## config.mk

```make
export PLATFORM = sky130hd
export DESIGN_NAME = tlk2711_rx_deframer
export DESIGN_NICKNAME = d
export VERILOG_FILES = /design/src/rtl/tlk2711_pkg.sv /design/src/rtl/crc16_ccitt_w16.sv /design/src/rtl/tlk2711_rx_deframer.sv
export SDC_FILE = /design/constraint.sdc
export NUM_CORES = 1
export LEC_CHECK = 0
export ABC_AREA = 1
export CAP_MARGIN = 10
export CORE_ASPECT_RATIO = 0.75
export CORE_MARGIN = 4
export CORE_UTILIZATION = 59
export DETAILED_ROUTE_END_ITERATION = 8
export HOLD_SLACK_MARGIN = 0.12
export PLACE_DENSITY_LB_ADDON = 0.08
export SETUP_SLACK_MARGIN = 0.2
export SYNTH_ARGS = -nofsm -noshare
export SYNTH_HDL_FRONTEND = slang
export SYNTH_SLANG_ARGS = --single-unit
```

## constraint.sdc

```tcl
create_clock -name clk -period 4.4 [get_ports clk]
set_clock_uncertainty 0.05 [all_clocks]
set_input_delay 0.88 -clock clk [delete_from_list [all_inputs] [get_ports clk]]
set_output_delay 0.88 -clock clk [all_outputs]
set_load 0.05 [all_outputs]
```

## src/rtl/tlk2711_pkg.sv

```systemverilog
// tlk2711_pkg -- shared definitions for the TLK2711 receive deframer and transmit framer.
//   K-code words and flag pairs, FSM state encoding, received-word classes,
//   frame error bit indices, CRC16-CCITT polynomial/seed and a one-word CRC step.
package tlk2711_pkg;

  localparam logic [15:0] K_IDLE_WORD  = 16'hC5BC;
  localparam logic [15:0] K_SOF_WORD   = 16'hFBFB;
  localparam logic [15:0] K_EOF_WORD   = 16'hFDFD;
  localparam logic [15:0] K_ERR_WORD   = 16'hFEFE;
  localparam logic [1:0]  K_DATA_FLAGS = 2'b00;
  localparam logic [1:0]  K_IDLE_FLAGS = 2'b01;
  localparam logic [1:0]  K_CTRL_FLAGS = 2'b11;

  localparam int ERR_LEN   = 0;
  localparam int ERR_CRC   = 1;
  localparam int ERR_ABORT = 2;

  localparam logic [15:0] CRC_POLY = 16'h1021;
  localparam logic [15:0] CRC_INIT = 16'hFFFF;

  typedef enum logic [2:0] {
    ST_UNSYNC, ST_IDLE, ST_HDR, ST_PAYLOAD, ST_CRC, ST_EOFCHK
  } state_t;

  typedef enum logic [2:0] {
    W_DATA, W_IDLE, W_SOF, W_EOF, W_ERR, W_INV
  } word_t;

  // k = {rkmsb, rklsb}
  function automatic word_t classify(input logic [1:0] k, input logic [15:0] d);
    word_t w;
    w = W_INV;
    if (k == K_DATA_FLAGS) w = W_DATA;
    else if (k == K_IDLE_FLAGS && d == K_IDLE_WORD) w = W_IDLE;
    else if (k == K_CTRL_FLAGS) begin
      if (d == K_SOF_WORD)      w = W_SOF;
      else if (d == K_EOF_WORD) w = W_EOF;
      else if (d == K_ERR_WORD) w = W_ERR;
    end
    return w;
  endfunction

  // CRC16-CCITT over one 16-bit word, MSB first
  function automatic logic [15:0] crc16_step(input logic [15:0] crc, input logic [15:0] d);
    logic [15:0] c;
    c = crc;
    for (int i = 15; i >= 0; i--)
      c = {c[14:0], 1'b0} ^ ((c[15] ^ d[i]) ? CRC_POLY : 16'h0000);
    return c;
  endfunction

endpackage

```

## src/rtl/crc16_ccitt_w16.sv

```systemverilog
// crc16_ccitt_w16 -- running CRC16-CCITT, one 16-bit word per cycle.
//   clk, rstn : clock, async active-low reset
//   clr       : reload the seed (wins over en)
//   en        : fold data into the CRC
//   data      : input word
//   crc       : current CRC register
// Only built when TLK_RX_CRC_EN is defined; without it the deframer carries no CRC.
`ifdef TLK_RX_CRC_EN
module crc16_ccitt_w16
  import tlk2711_pkg::*;
(
  input  logic        clk,
  input  logic        rstn,
  input  logic        clr,
  input  logic        en,
  input  logic [15:0] data,
  output logic [15:0] crc
);

  always_ff @(posedge clk or negedge rstn) begin
    if (!rstn)    crc <= CRC_INIT;
    else if (clr) crc <= CRC_INIT;
    else if (en)  crc <= crc16_step(crc, data);
  end

endmodule
`endif

```

## src/rtl/tlk2711_rx_deframer.sv

```systemverilog
// tlk2711_rx_deframer -- TLK2711 receive deframer.
//   Acquires sync on IDLE commas, delimits SOF/HDR/payload/[CRC]/EOF frames,
//   streams payload valid-only and reports per-frame status and counters.
//   clk, rstn           : rx word clock, async active-low reset
//   i_rxd, i_rkmsb/lsb  : received word and K flags
//   o_sync              : link synchronised
//   o_tdata/tvalid/tlast: payload stream, no backpressure
//   o_frame_done/err    : 1-cycle frame termination pulse, {abort, crc, len/eof}
//   o_frame_cnt/err_cnt : good frames (wraps), errored frames (saturates)
// Build option: TLK_RX_CRC_EN adds a CRC16-CCITT word after the payload.
module tlk2711_rx_deframer
  import tlk2711_pkg::*;
#(
  parameter int MAX_LEN    = 1024,
  parameter int SYNC_IDLES = 16,
  parameter int LOS_THRESH = 4
) (
  input  logic        clk,
  input  logic        rstn,
  input  logic [15:0] i_rxd,
  input  logic        i_rkmsb,
  input  logic        i_rklsb,
  output logic        o_sync,
  output logic [15:0] o_tdata,
  output logic        o_tvalid,
  output logic        o_tlast,
  output logic        o_frame_done,
  output logic [2:0]  o_frame_err,
  output logic [31:0] o_frame_cnt,
  output logic [15:0] o_err_cnt
);

  localparam int LW = $clog2(MAX_LEN + 1);
  localparam int IW = $clog2(SYNC_IDLES + 1);
  localparam int VW = $clog2(LOS_THRESH + 1);
  localparam logic [15:0] MAX_LEN16 = 16'(MAX_LEN);

  logic [15:0]   rxd;
  logic [1:0]    rk;
  word_t         wt;
  state_t        state;
  logic [IW-1:0] idle_cnt;
  logic [VW-1:0] los_cnt;
  logic [LW-1:0] len_m1, cnt;
  logic          crc_bad;
  logic          in_frame, los, abort;

  // single input register stage
  always_ff @(posedge clk or negedge rstn) begin
    if (!rstn) begin
      rxd <= '0;
      rk  <= '0;
    end else begin
      rxd <= i_rxd;
      rk  <= {i_rkmsb, i_rklsb};
    end
  end

  assign wt       = classify(rk, rxd);
  assign in_frame = state inside {ST_HDR, ST_PAYLOAD, ST_CRC, ST_EOFCHK};
  assign los      = (wt == W_INV) && (los_cnt == VW'(LOS_THRESH - 1)) && (state != ST_UNSYNC);
  // any K word inside a frame truncates it, except the EOF that closes it
  assign abort    = in_frame && (wt != W_DATA) && !(state == ST_EOFCHK && wt == W_EOF);

`ifdef TLK_RX_CRC_EN
  logic [15:0] crc;
  crc16_ccitt_w16 u_crc (
    .clk  (clk),
    .rstn (rstn),
    .clr  (wt == W_SOF && (state == ST_IDLE || in_frame)),
    .en   (wt == W_DATA && (state == ST_HDR || state == ST_PAYLOAD)),
    .data (rxd),
    .crc  (crc)
  );
`endif

  always_ff @(posedge clk or negedge rstn) begin
    if (!rstn) begin
      state        <= ST_UNSYNC;
      idle_cnt     <= '0;
      los_cnt      <= '0;
      len_m1       <= '0;
      cnt          <= '0;
      crc_bad      <= 1'b0;
      o_sync       <= 1'b0;
      o_tdata      <= '0;
      o_tvalid     <= 1'b0;
      o_tlast      <= 1'b0;
      o_frame_done <= 1'b0;
      o_frame_err  <= '0;
    end else begin
      o_tvalid     <= 1'b0;
      o_tlast      <= 1'b0;
      o_frame_done <= 1'b0;
      o_frame_err  <= '0;
      los_cnt      <= (wt == W_INV && !los) ? los_cnt + VW'(1) : '0;

      if (los) begin
        state    <= ST_UNSYNC;
        o_sync   <= 1'b0;
        idle_cnt <= '0;
        if (in_frame) begin
          o_frame_done <= 1'b1;
          o_frame_err  <= {1'b1, crc_bad, 1'b0};
        end
      end else if (abort) begin
        o_frame_done <= 1'b1;
        o_frame_err  <= {1'b1, crc_bad, 1'b0};
        state        <= (wt == W_SOF) ? ST_HDR : ST_IDLE;
        cnt          <= '0;
        crc_bad      <= 1'b0;
      end else begin
        case (state)
          ST_UNSYNC: begin
            if (wt == W_IDLE) begin
              if (idle_cnt == IW'(SYNC_IDLES - 1)) begin
                state    <= ST_IDLE;
                o_sync   <= 1'b1;
                idle_cnt <= '0;
              end else begin
                idle_cnt <= idle_cnt + IW'(1);
              end
            end else begin
              idle_cnt <= '0;
            end
          end
          ST_IDLE: begin
            if (wt == W_SOF) begin
              state   <= ST_HDR;
              cnt     <= '0;
              crc_bad <= 1'b0;
            end
          end
          ST_HDR: begin
            if (rxd == 16'h0000 || rxd > MAX_LEN16) begin
              o_frame_done <= 1'b1;
              o_frame_err  <= 3'b001;
              state        <= ST_IDLE;
            end else begin
              len_m1 <= LW'(rxd - 16'd1);
              state  <= ST_PAYLOAD;
            end
          end
          ST_PAYLOAD: begin
            o_tvalid <= 1'b1;
            o_tdata  <= rxd;
            if (cnt == len_m1) begin
              o_tlast <= 1'b1;
`ifdef TLK_RX_CRC_EN
              state   <= ST_CRC;
`else
              state   <= ST_EOFCHK;
`endif
            end else begin
              cnt <= cnt + LW'(1);
            end
          end
`ifdef TLK_RX_CRC_EN
          ST_CRC: begin
            if (rxd != crc) crc_bad <= 1'b1;
            state <= ST_EOFCHK;
          end
`endif
          ST_EOFCHK: begin
            o_frame_done <= 1'b1;
            // only data words reach here besides EOF; they mean a missing EOF
            o_frame_err  <= {1'b0, crc_bad, (wt != W_EOF)};
            state        <= ST_IDLE;
          end
          default: state <= ST_UNSYNC;
        endcase
      end
    end
  end

  // statistics follow the done pulse by one cycle
  always_ff @(posedge clk or negedge rstn) begin
    if (!rstn) begin
      o_frame_cnt <= '0;
      o_err_cnt   <= '0;
    end else if (o_frame_done) begin
      if (o_frame_err == 3'b000)    o_frame_cnt <= o_frame_cnt + 32'd1;
      else if (o_err_cnt != 16'hFFFF) o_err_cnt <= o_err_cnt + 16'd1;
    end
  end

endmodule

```

==> results of run 1 <==
==> Yosys cell counts, types with 2 or more instances <==
cell / instances / area (sq um)
sky130_fd_sc_hd__nand3_4: 2 / 35.03
sky130_fd_sc_hd__inv_2: 3 / 11.26
sky130_fd_sc_hd__mux2_2: 4 / 45.04
sky130_fd_sc_hd__nor3_1: 14 / 70.07
sky130_fd_sc_hd__nor2_1: 72 / 270.3
sky130_fd_sc_hd__o21ai_0: 24 / 120.1
sky130_fd_sc_hd__nand2_1: 160 / 600.6
sky130_fd_sc_hd__dfrtp_1: 121 / 3028
sky130_fd_sc_hd__xnor2_1: 25 / 219.0
sky130_fd_sc_hd__xor2_1: 41 / 359.1
sky130_fd_sc_hd__nand3_1: 44 / 220.2
sky130_fd_sc_hd__o21ai_2: 3 / 26.28
sky130_fd_sc_hd__buf_4: 4 / 30.03
sky130_fd_sc_hd__nand2_4: 3 / 33.78
sky130_fd_sc_hd__buf_6: 2 / 22.52
sky130_fd_sc_hd__nor2_4: 5 / 56.30
sky130_fd_sc_hd__nand3b_1: 2 / 15.01
sky130_fd_sc_hd__nand3_2: 4 / 40.04
sky130_fd_sc_hd__inv_1: 78 / 292.8
sky130_fd_sc_hd__a21oi_1: 2 / 10.01
sky130_fd_sc_hd__ha_1: 11 / 137.6
sky130_fd_sc_hd__clkbuf_1: 4 / 15.01
sky130_fd_sc_hd__nor4_1: 2 / 12.51
sky130_fd_sc_hd__nand4_1: 31 / 193.9
sky130_fd_sc_hd__nor2_2: 10 / 62.56
sky130_fd_sc_hd__nand2_2: 21 / 131.4
sky130_fd_sc_hd__nor3b_1: 2 / 15.01
==> how the worst min path moves through the flow <==
stage	end	slack, ps	depth (start not counted)
2_1_floorplan	los_cnt[0]	360	1
3_3_place_gp	los_cnt[0]	370	1
3_5_place_dp	los_cnt[0]	380	1
4_1_cts	los_cnt[0]	390	1
5_1_grt	los_cnt[0]	420	1
6_report	los_cnt[0]	390	1
==> sequential cells by signal (all words and copies together) (netlist names) <==
| name | cells |
|---|---|
| len_m1 | 11 |
| o_sync | 1 |
| o_tvalid | 1 |
| los_cnt | 3 |
| o_tdata | 16 |
| o_frame_err | 2 |
| rxd | 16 |
| o_frame_done | 1 |
| o_err_cnt | 16 |
| cnt | 11 |
| state | 3 |
| idle_cnt | 5 |
| o_tlast | 1 |
| o_frame_cnt | 32 |
| rk | 2 |
==> power breakdown <==
group	total [W]	leakage, nW	switching, W	internal [W]
clock network	0.00132	0.273	0.000470	0.000850
logic	0.0000901	1.79	0.0000567	0.0000335
registers	0.00115	1.64	0.0000137	0.00113
==> layer usage <==
| metal | vias up | global-route usage, % | routed length, microns |
|---|---|---|---|
| li1 | 2455 | - | - |
| met1 | 2396 | 31.86 | 6214 |
| met2 | 203 | 37.15 | 6456 |
| met3 | 30 | 5.795 | 880 |
| met4 | 0 | 7.502 | 228 |
| met5 | - | 0 | 0 |
==> cells by family after synthesis <==
group,after synthesis
simple gates,375
flops,121
buf+inv,93
xor+xnor,66
compound gates,38
fa+ha+maj,11
mux,5
other cells,1
==> through the flow <==
step	worst slack, ps	cells
floorplan	2291	710
global placement	2202	925
detailed placement	2177	925
CTS	1736	957
global route	1670	957
finish	1743	957
==> area by class of cell <==
cell class                 instances  area, sq um
tap                              136        170.2
inverter                          81        304.0
fill                             680         2484
clock inverter                     6        62.56
clock buffer                      26        509.2
timing repair buffer              91        915.9
multi-input combinational        496         2816
sequential                       121         3028
==> results.cfg, run 1 <==
[worst_setup_path]
worst_r2r_dst = cnt[10]
cp.depth = 1
internal_reg_to_reg_setup_slack_ps = 2110
timing.reg2reg.worst_path_depth = 12
arrival_time_of_data_at_the_critical_path_endpoint_ps = 1730
required_time_of_the_critical_path_ps = 3470
cpPeakStageDelay_ps = 850
worst-path-buf-inv = 1
path_delay_family = buffers and inverters
cp-endpoint = o_err_cnt[6]
critical_path.endpoint_type = output port
r2r-start = rxd[0]
criticalPathCategory = register to output port
cp_slowest_cell = sky130_fd_sc_hd__clkdlybuf4s50_1
path_cells = clkdlybuf4s50_1
worst_setup_path_start_kind = register
critPathMaxFanout = 7
worst_setup_path_startpoint = o_err_cnt[6]

[timing]
finalSetupTns_ps = 0
achievable-frequency_mhz = 376.3
timing.final.crit_share_pct = 60.39
rsz0062_at_grt = no
timing.hold.ws_ps = 389.2
final_period_minus_worst_setup_slack_ps = 2657
report.final.setup_viol = 0
tightestPinTransition_ps = 758.1
final_hold_fails = 0
timing_max_transition_violations_final = 0
slew_headroom_pct = 49.46

[floorplanning]
chipHeight_microns = 97.04
floorplan.die_area_sq_um = 12300
io_pins = 91
initial_utilization_pct = 60.60
core_area_sq_um = 10290
row_count = 32
die_width_microns = 126.7

[yosys]
avgSynthCellArea_sq_um = 8.783
synthSimpleGateAreaFrac_pct = 28.79
yosysUniqueCellTypes = 43
yosys-mux-area-fraction_pct = 0.8828
synth_edf_count = 0
synth_compound_area_share_pct = 3.953
synth_warnings = 0
synthesis.area_sq_um = 6236
synthesis.instances = 710
combinational_family_with_the_most_area_after_synthesis = simple AND/OR/NAND/NOR gates
synth.net_count = 741
synth-adder-area-share_pct = 2.207
synth-seq-area-share_pct = 48.56
primary_ff_master_synth = sky130_fd_sc_hd__dfrtp_1
flop_and_latch_count_out_of_synthesis = 121
yosys.area_share.xor_xnor_pct = 9.270
asyncSetResetFlopFracSynth_pct = 100.0

[min_path]
min-delay-path-class = register to register
hold_path_startpoint = los_cnt[0]

[clock_network]
tritoncts_num_sinks = 121
cts.repair.resized = 0
tritoncts.num_buffers = 17
cts_post_setup_buffers_inserted = 0
max-clock-path-buffers = 2
ctsHoldBuffers = 0
htreeDepth = 4
cts_tree = built
clk_pin_slew_ps = 50
worstSkewPairLatency_ps = 410
clockRootBuffer = sky130_fd_sc_hd__clkbuf_16

[power_and_ir_drop]
power.density_nw_per_um2 = 327.4
report.power.total_w = 0.002556
p_leak_nw = 3.706
vdd_drop_max_mv = 0.2458

[placed_design]
number_of_i_o_port_buffers = 89
estimated_wirelength_of_the_detail_placed_design_mm = 9.974
finalWeightedCongestion = 0.9027
placed_cell_area_sq_um = 7234

[grt]
groute.usage.overall_pct = 23.42
overflow = 0
first_global_vias = 4959
antenna_found_initial = 0
first_pass_grt_wire_length_mm = 23.29
pin_count_of_the_biggest_net_entering_global_routing = 64

[final_layout]
finalInstanceArea_sq_um = 7806
layout.cells.most_common_list = 160 x sky130_fd_sc_hd__nand2_1, 121 x sky130_fd_sc_hd__dfrtp_1, 88 x sky130_fd_sc_hd__clkdlybuf4s50_1, 78 x sky130_fd_sc_hd__inv_1, 72 x sky130_fd_sc_hd__nor2_1
commonest_non_fill_non_tap_cell_in_the_layout = sky130_fd_sc_hd__nand2_1
antenna-diode-count = 0
ratio_of_cells_with_drive_above_1_in_the_final_layout_pct = 11.21
fin_nets = 839
post_route_core_utilization_pct = 75.86
flow.area_growth_from_synthesis_pct = 25.18

[routing]
via_per_inst = 5.312
detail_route.first_pass.iterations = 5
routed-via-count = 5084
drtIter0Drc = 481
remaining_drc_errors = 0
postRouteWirelength_mm = 13.78
route.detailed.wl_per_inst_microns = 14.40
antenna_left = 0

[flow_run]
maxCapViolCount = 0

[status]
outcome = finished, final reports clean
No activity file was read; power rests on OpenSTA's default activity.
==> run 2: changes to the inputs <==
CORE_UTILIZATION = 55   (was 59)
clock period = 2.7 ns   (was 4.4 ns; I/O delays follow)
==> run 2 against run 1 <==
  * Wire length grew 4.2%
  * Via count grew 0.51%
  * Count of clock-buffer cells in the layout shrank 5
  * Core utilization shrank 4.1 points
  * Non-clock buffer count grew 1
  * Final area grew 1.0%
  * Sequential share of layout area shrank 0.39 points
  * Highest routed layer unchanged
==> results.cfg, run 2 (synthesis results as in run 1) <==
[power_and_ir_drop]
internal-power_w = 0.003514
vdd_drop_max_mv = 0.5240
p_leak_nw = 3.738
power.density_nw_per_um2 = 562.8
p_clk_share_pct = 54.5
report.power.total_w = 0.004439
sw_frac_of_total_pct = 20.82
power_frac_seq_pct = 42.0
total_switching_power_w = 0.0009241
power.combinational.fraction_pct = 3.5

[floorplanning]
io_pins = 91
row_count = 33
die_width_microns = 131.0
initial_utilization_pct = 56.78
chipHeight_microns = 100.2
core_area_sq_um = 10980
floorplan.die_area_sq_um = 13120

[final_layout]
fin_nets = 840
flip_flop_count_of_the_largest_register_all_copies_and_words_added = 32
flow.area_growth_from_synthesis_pct = 26.46
max_flop_register = o_frame_cnt
antenna-diode-count = 0
finalInstanceArea_sq_um = 7886
layout.cells.most_common_list = 160 x sky130_fd_sc_hd__nand2_1, 121 x sky130_fd_sc_hd__dfrtp_1, 88 x sky130_fd_sc_hd__clkdlybuf4s50_1, 78 x sky130_fd_sc_hd__inv_1, 72 x sky130_fd_sc_hd__nor2_1
commonest_non_fill_non_tap_cell_in_the_layout = sky130_fd_sc_hd__nand2_1
ratio_of_cells_with_drive_above_1_in_the_final_layout_pct = 11.68

[placed_design]
placed_cell_area_sq_um = 7247
finalWeightedCongestion = 0.8745
pre_cts_slack_ps = 497.4
estimated_wirelength_of_the_detail_placed_design_mm = 10.44
number_of_i_o_port_buffers = 89

[grt]
overflow = 0
groute.usage.overall_pct = 22.96
first_global_vias = 4788
pin_count_of_the_biggest_net_entering_global_routing = 122
first_pass_grt_wire_length_mm = 23.60
antenna_found_initial = 0

[clock_network]
htreeDepth = 4
max-clock-path-buffers = 2
tritoncts_num_sinks = 121
clk_pin_slew_ps = 50
worstSkewPairLatency_ps = 410
cts_tree = built
cts.repair.resized = 0
tritoncts.num_buffers = 17
clockRootBuffer = sky130_fd_sc_hd__clkbuf_16
cts_post_setup_buffers_inserted = 0
ctsHoldBuffers = 0

[flow_run]
maxCapViolCount = 0

[routing]
route.detailed.wl_per_inst_microns = 14.93
detail_route.first_pass.iterations = 5
antenna_left = 0
postRouteWirelength_mm = 14.36
via_per_inst = 5.312
routed-via-count = 5110
drtIter0Drc = 517
remaining_drc_errors = 0

[worst_setup_path]
required_time_of_the_critical_path_ps = 2110
criticalPathCategory = register to output port
critical_path.endpoint_type = output port
cp_slowest_cell = sky130_fd_sc_hd__clkdlybuf4s50_1
worst-path-buf-inv = 1
path_delay_family = buffers and inverters
path_cells = clkdlybuf4s50_1
arrival_time_of_data_at_the_critical_path_endpoint_ps = 1730
critPathMaxFanout = 6
r2r-start = rxd[0]
worst_setup_path_start_kind = register
cpPeakStageDelay_ps = 860
worst_setup_path_startpoint = o_frame_cnt[25]

[min_path]
min-delay-path-class = input port to async pin

[timing]
finalSetupTns_ps = 0
report.final.setup_viol = 0
achievable-frequency_mhz = 430.3
timing.final.crit_share_pct = 86.08
rsz0062_at_grt = no
final_critical_path_setup_slack_ps = 375.8
final_period_minus_worst_setup_slack_ps = 2324
slew_headroom_pct = 54.66
timing_max_transition_violations_final = 0
final_hold_fails = 0
tightestPinTransition_ps = 680.1

[status]
outcome = finished, final reports clean
-- run 2: cell type report --
type | instances | area [sq um]
Clock inverter | 11 | 168.9
Timing Repair Buffer | 92 | 923.4
Tap cell | 140 | 175.2
Multi-Input combinational cell | 496 | 2816
Fill cell | 794 | 3097
Inverter | 81 | 304.0
Sequential cell | 121 | 3028
Clock buffer | 21 | 470.5
-- run 2: worst paths after layout --
kind | end | slack [ps] | depth (start not counted)
setup reg to reg | cnt[0] | 420 | 12
hold reg to reg | los_cnt[0] | 380 | 1
setup / recovery | o_frame_cnt[25] | 380 | 1
min in group clk | los_cnt[0] | 380 | 1
max in group asynchronous | rxd[9] | 1930 | 2
hold / removal | o_err_cnt[12] | 110 | 2
-- run 2: worst reg2reg max path, stage by stage, from the launching register on --
cell	delay [ps]
sky130_fd_sc_hd__dfrtp_1	420
sky130_fd_sc_hd__inv_1	160
sky130_fd_sc_hd__ha_1	220
sky130_fd_sc_hd__nand2_1	70
sky130_fd_sc_hd__nor2_1	130
sky130_fd_sc_hd__nand3_2	110
sky130_fd_sc_hd__nor2_4	130
sky130_fd_sc_hd__nor2_2	70
sky130_fd_sc_hd__nand3_4	220
sky130_fd_sc_hd__o21a_4	260
sky130_fd_sc_hd__nand2_4	160
sky130_fd_sc_hd__nand2_1	100
sky130_fd_sc_hd__nand2_1	60
-- run 2: power by group through the flow --
stage / Combinational (W) / Clock [W] / Sequential (W)
after floorplan: 0.0000681 / 0 / 0.00189
final: 0.000154 / 0.00242 / 0.00187
after CTS: 0.000157 / 0.00246 / 0.00186
after global placement: 0.000151 / 0 / 0.00189
after detailed placement: 0.000156 / 0 / 0.00190
after global routing: 0.000173 / 0.00254 / 0.00187
-- run 2: per-stage QoR --
| stage | std cells | util [%] | hold WS, ps |
|---|---|---|---|
| final | 962 | 71.80 | 107.3 |
| after floorplan | 710 | - | 194.4 |
| after CTS | 962 | 71.80 | 201.9 |
| after global placement | 930 | 65.98 | 370.5 |
| after detailed placement | 930 | 65.98 | 375.4 |
| after global routing | 962 | 71.80 | 216.4 |
-- run 2: metal layers --
metal	share of wire (%)	track usage, %
met5	0	0
met4	1.2	5.534
met3	6.8	6.064
met2	45	34.79
met1	47	33.13
==> run 3: changes to the inputs <==
CORE_UTILIZATION = 40   (was 55)
clock period = 2.3 ns   (was 2.7 ns; I/O delays follow)
==> run 3 against run 2 <==
  * Clock power rose by 4%
  * Cell count up 8.7%
  * Worst hold slack better by 280 ps
  * Setup slack lost 130 ps
  * First-iteration DRC count decreased by 38%
  * Sequential power rose by 17%
  * Non-clock buffer count up 16
  * Global-route usage is 5.7 points lower
  * Sequential share of layout area decreased by 0.71 points
  * Count of clock-buffer cells in the layout is 3 lower
  * Via count fell by 1.6%
==> results.cfg, run 3 (synthesis results as in run 1) <==
[grt]
antenna_found_initial = 0
first_global_vias = 4925
groute.usage.overall_pct = 17.25
first_pass_grt_wire_length_mm = 24.52
pin_count_of_the_biggest_net_entering_global_routing = 42
overflow = 0

[timing]
final_critical_path_setup_slack_ps = 241.8
final_hold_fails = 0
timing.final.crit_share_pct = 89.49
slew_headroom_pct = 62.40
tightestPinTransition_ps = 566.2
report.final.setup_viol = 0
rsz0062_at_grt = no
achievable-frequency_mhz = 485.9
finalSetupTns_ps = 0
timing_max_transition_violations_final = 0
final_period_minus_worst_setup_slack_ps = 2058

[clock_network]
worstSkewPairLatency_ps = 410
cts_tree = built
clk_pin_slew_ps = 60
clockRootBuffer = sky130_fd_sc_hd__clkbuf_16
tritoncts.num_buffers = 17
tritoncts_num_sinks = 121
htreeDepth = 4
max-clock-path-buffers = 2

[routing]
route.detailed.wl_per_inst_microns = 14.07
postRouteWirelength_mm = 14.72
routed-via-count = 5030
detail_route.first_pass.iterations = 5
antenna_left = 0
remaining_drc_errors = 0
via_per_inst = 4.809
drtIter0Drc = 319

[worst_setup_path]
critical_path.endpoint_type = output port
worst_setup_path_start_kind = register
path_delay_family = buffers and inverters
criticalPathCategory = register to output port
worst_r2r_dst = cnt[0]
worst-path-buf-inv = 1
path_cells = clkdlybuf4s50_1
r2r-start = rxd[1]
critPathMaxFanout = 2
cpPeakStageDelay_ps = 810
internal_reg_to_reg_setup_slack_ps = 350
required_time_of_the_critical_path_ps = 1790
cp_slowest_cell = sky130_fd_sc_hd__clkdlybuf4s50_1
timing.reg2reg.worst_path_depth = 12
arrival_time_of_data_at_the_critical_path_endpoint_ps = 1550

[power_and_ir_drop]
power.density_nw_per_um2 = 609.1
vdd_drop_max_mv = 0.5921
p_leak_nw = 4.164

[floorplanning]
initial_utilization_pct = 40.83
floorplan.die_area_sq_um = 17670
row_count = 39
chipHeight_microns = 116.1
die_width_microns = 152.2
io_pins = 91
core_area_sq_um = 15270

[final_layout]
multi_input_comb_area_sq_um = 2895
max_flop_register = o_frame_cnt
layout.cells.most_common_list = 160 x sky130_fd_sc_hd__nand2_1, 118 x sky130_fd_sc_hd__dfrtp_1, 76 x sky130_fd_sc_hd__inv_1, 70 x sky130_fd_sc_hd__nor2_1, 64 x sky130_fd_sc_hd__dlygate4sd2_1
fillers = 1405
regArea_sq_um = 3032
flow.area_growth_from_synthesis_pct = 29.01
commonest_non_fill_non_tap_cell_in_the_layout = sky130_fd_sc_hd__nand2_1
post_route_core_utilization_pct = 52.67
final_cell_count_no_fill = 1046
fin_nets = 859
finalInstanceArea_sq_um = 8045
antenna-diode-count = 0
ratio_of_cells_with_drive_above_1_in_the_final_layout_pct = 14.86
flip_flop_count_of_the_largest_register_all_copies_and_words_added = 32

[min_path]
hold_path_startpoint = los_cnt[0]
holdPathEnd = los_cnt[0]
timing.hold.worst_path_depth = 1
min-delay-path-class = register to register

[placed_design]
estimated_wirelength_of_the_detail_placed_design_mm = 10.92
placedCellCount = 999
number_of_i_o_port_buffers = 89
finalWeightedCongestion = 0.8817
placed_cell_area_sq_um = 7372
pre_cts_slack_ps = 166.9

[flow_run]
maxCapViolCount = 0

[status]
outcome = finished, final reports clean
run 3: layout make-up:
cell class / instances / area share [%]
clock inverter: 14 / 1.571
timing repair buffer: 108 / 12.33
sequential: 121 / 37.68
tap: 205 / 3.188
inverter: 81 / 3.779
multi-input combinational: 499 / 35.99
clock buffer: 18 / 5.459
run 3: worst max path at each step:
| stage | from | end | slack [ps] | cells after the start |
|---|---|---|---|---|
| after floorplan | o_frame_cnt[1] | o_frame_cnt[30] | 200 | 10 |
| after global placement | rxd[0] | cnt[0] | 230 | 12 |
| after detailed placement | rxd[1] | len_m1[3] | 170 | 11 |
| after CTS | rxd[0] | len_m1[4] | 190 | 12 |
| after global routing | rxd[1] | cnt[0] | 200 | 12 |
| final | o_tdata[11] | o_tdata[11] | 240 | 1 |
run 3: timing repair:
item,in CTS,in global routing
endpoints found under the setup margin,84,36
buffers inserted,3,8
pin swaps,0,10
hold buffers,1,0
cloned,0,3
endpoints found under the hold margin,37,0
gates resized for setup,65,18
run 3: layer usage:
| layer | wire length, microns | vias to the layer above | part of all wire, % | GRT usage, % |
|---|---|---|---|---|
| li1 | - | 2509 | - | - |
| met2 | 6447 | 106 | 44 | 25.89 |
| met1 | 7422 | 2398 | 50 | 25.37 |
| met4 | 174 | 0 | 1.2 | 5.928 |
| met3 | 677 | 17 | 4.6 | 3.185 |
| met5 | 0 | - | 0 | 0 |
run 3: power breakdown:
group / switching (W) / internal, W / leakage [nW]
logic: 0.000115 / 0.0000723 / 2.26
registers: 0.0000262 / 0.00216 / 1.64
clock network: 0.00101 / 0.00151 / 0.264
total: 0.00115 / 0.00375 / 4.16
run 3: through the flow:
stage / hold slack [ps] / power (W)
after global routing: 412.7 / 0.005084
final: 384.2 / 0.004900
after detailed placement: 381.6 / 0.002416
after floorplan: 114.4 / 0.002299
after global placement: 371.0 / 0.002408
after CTS: 388.8 / 0.004964
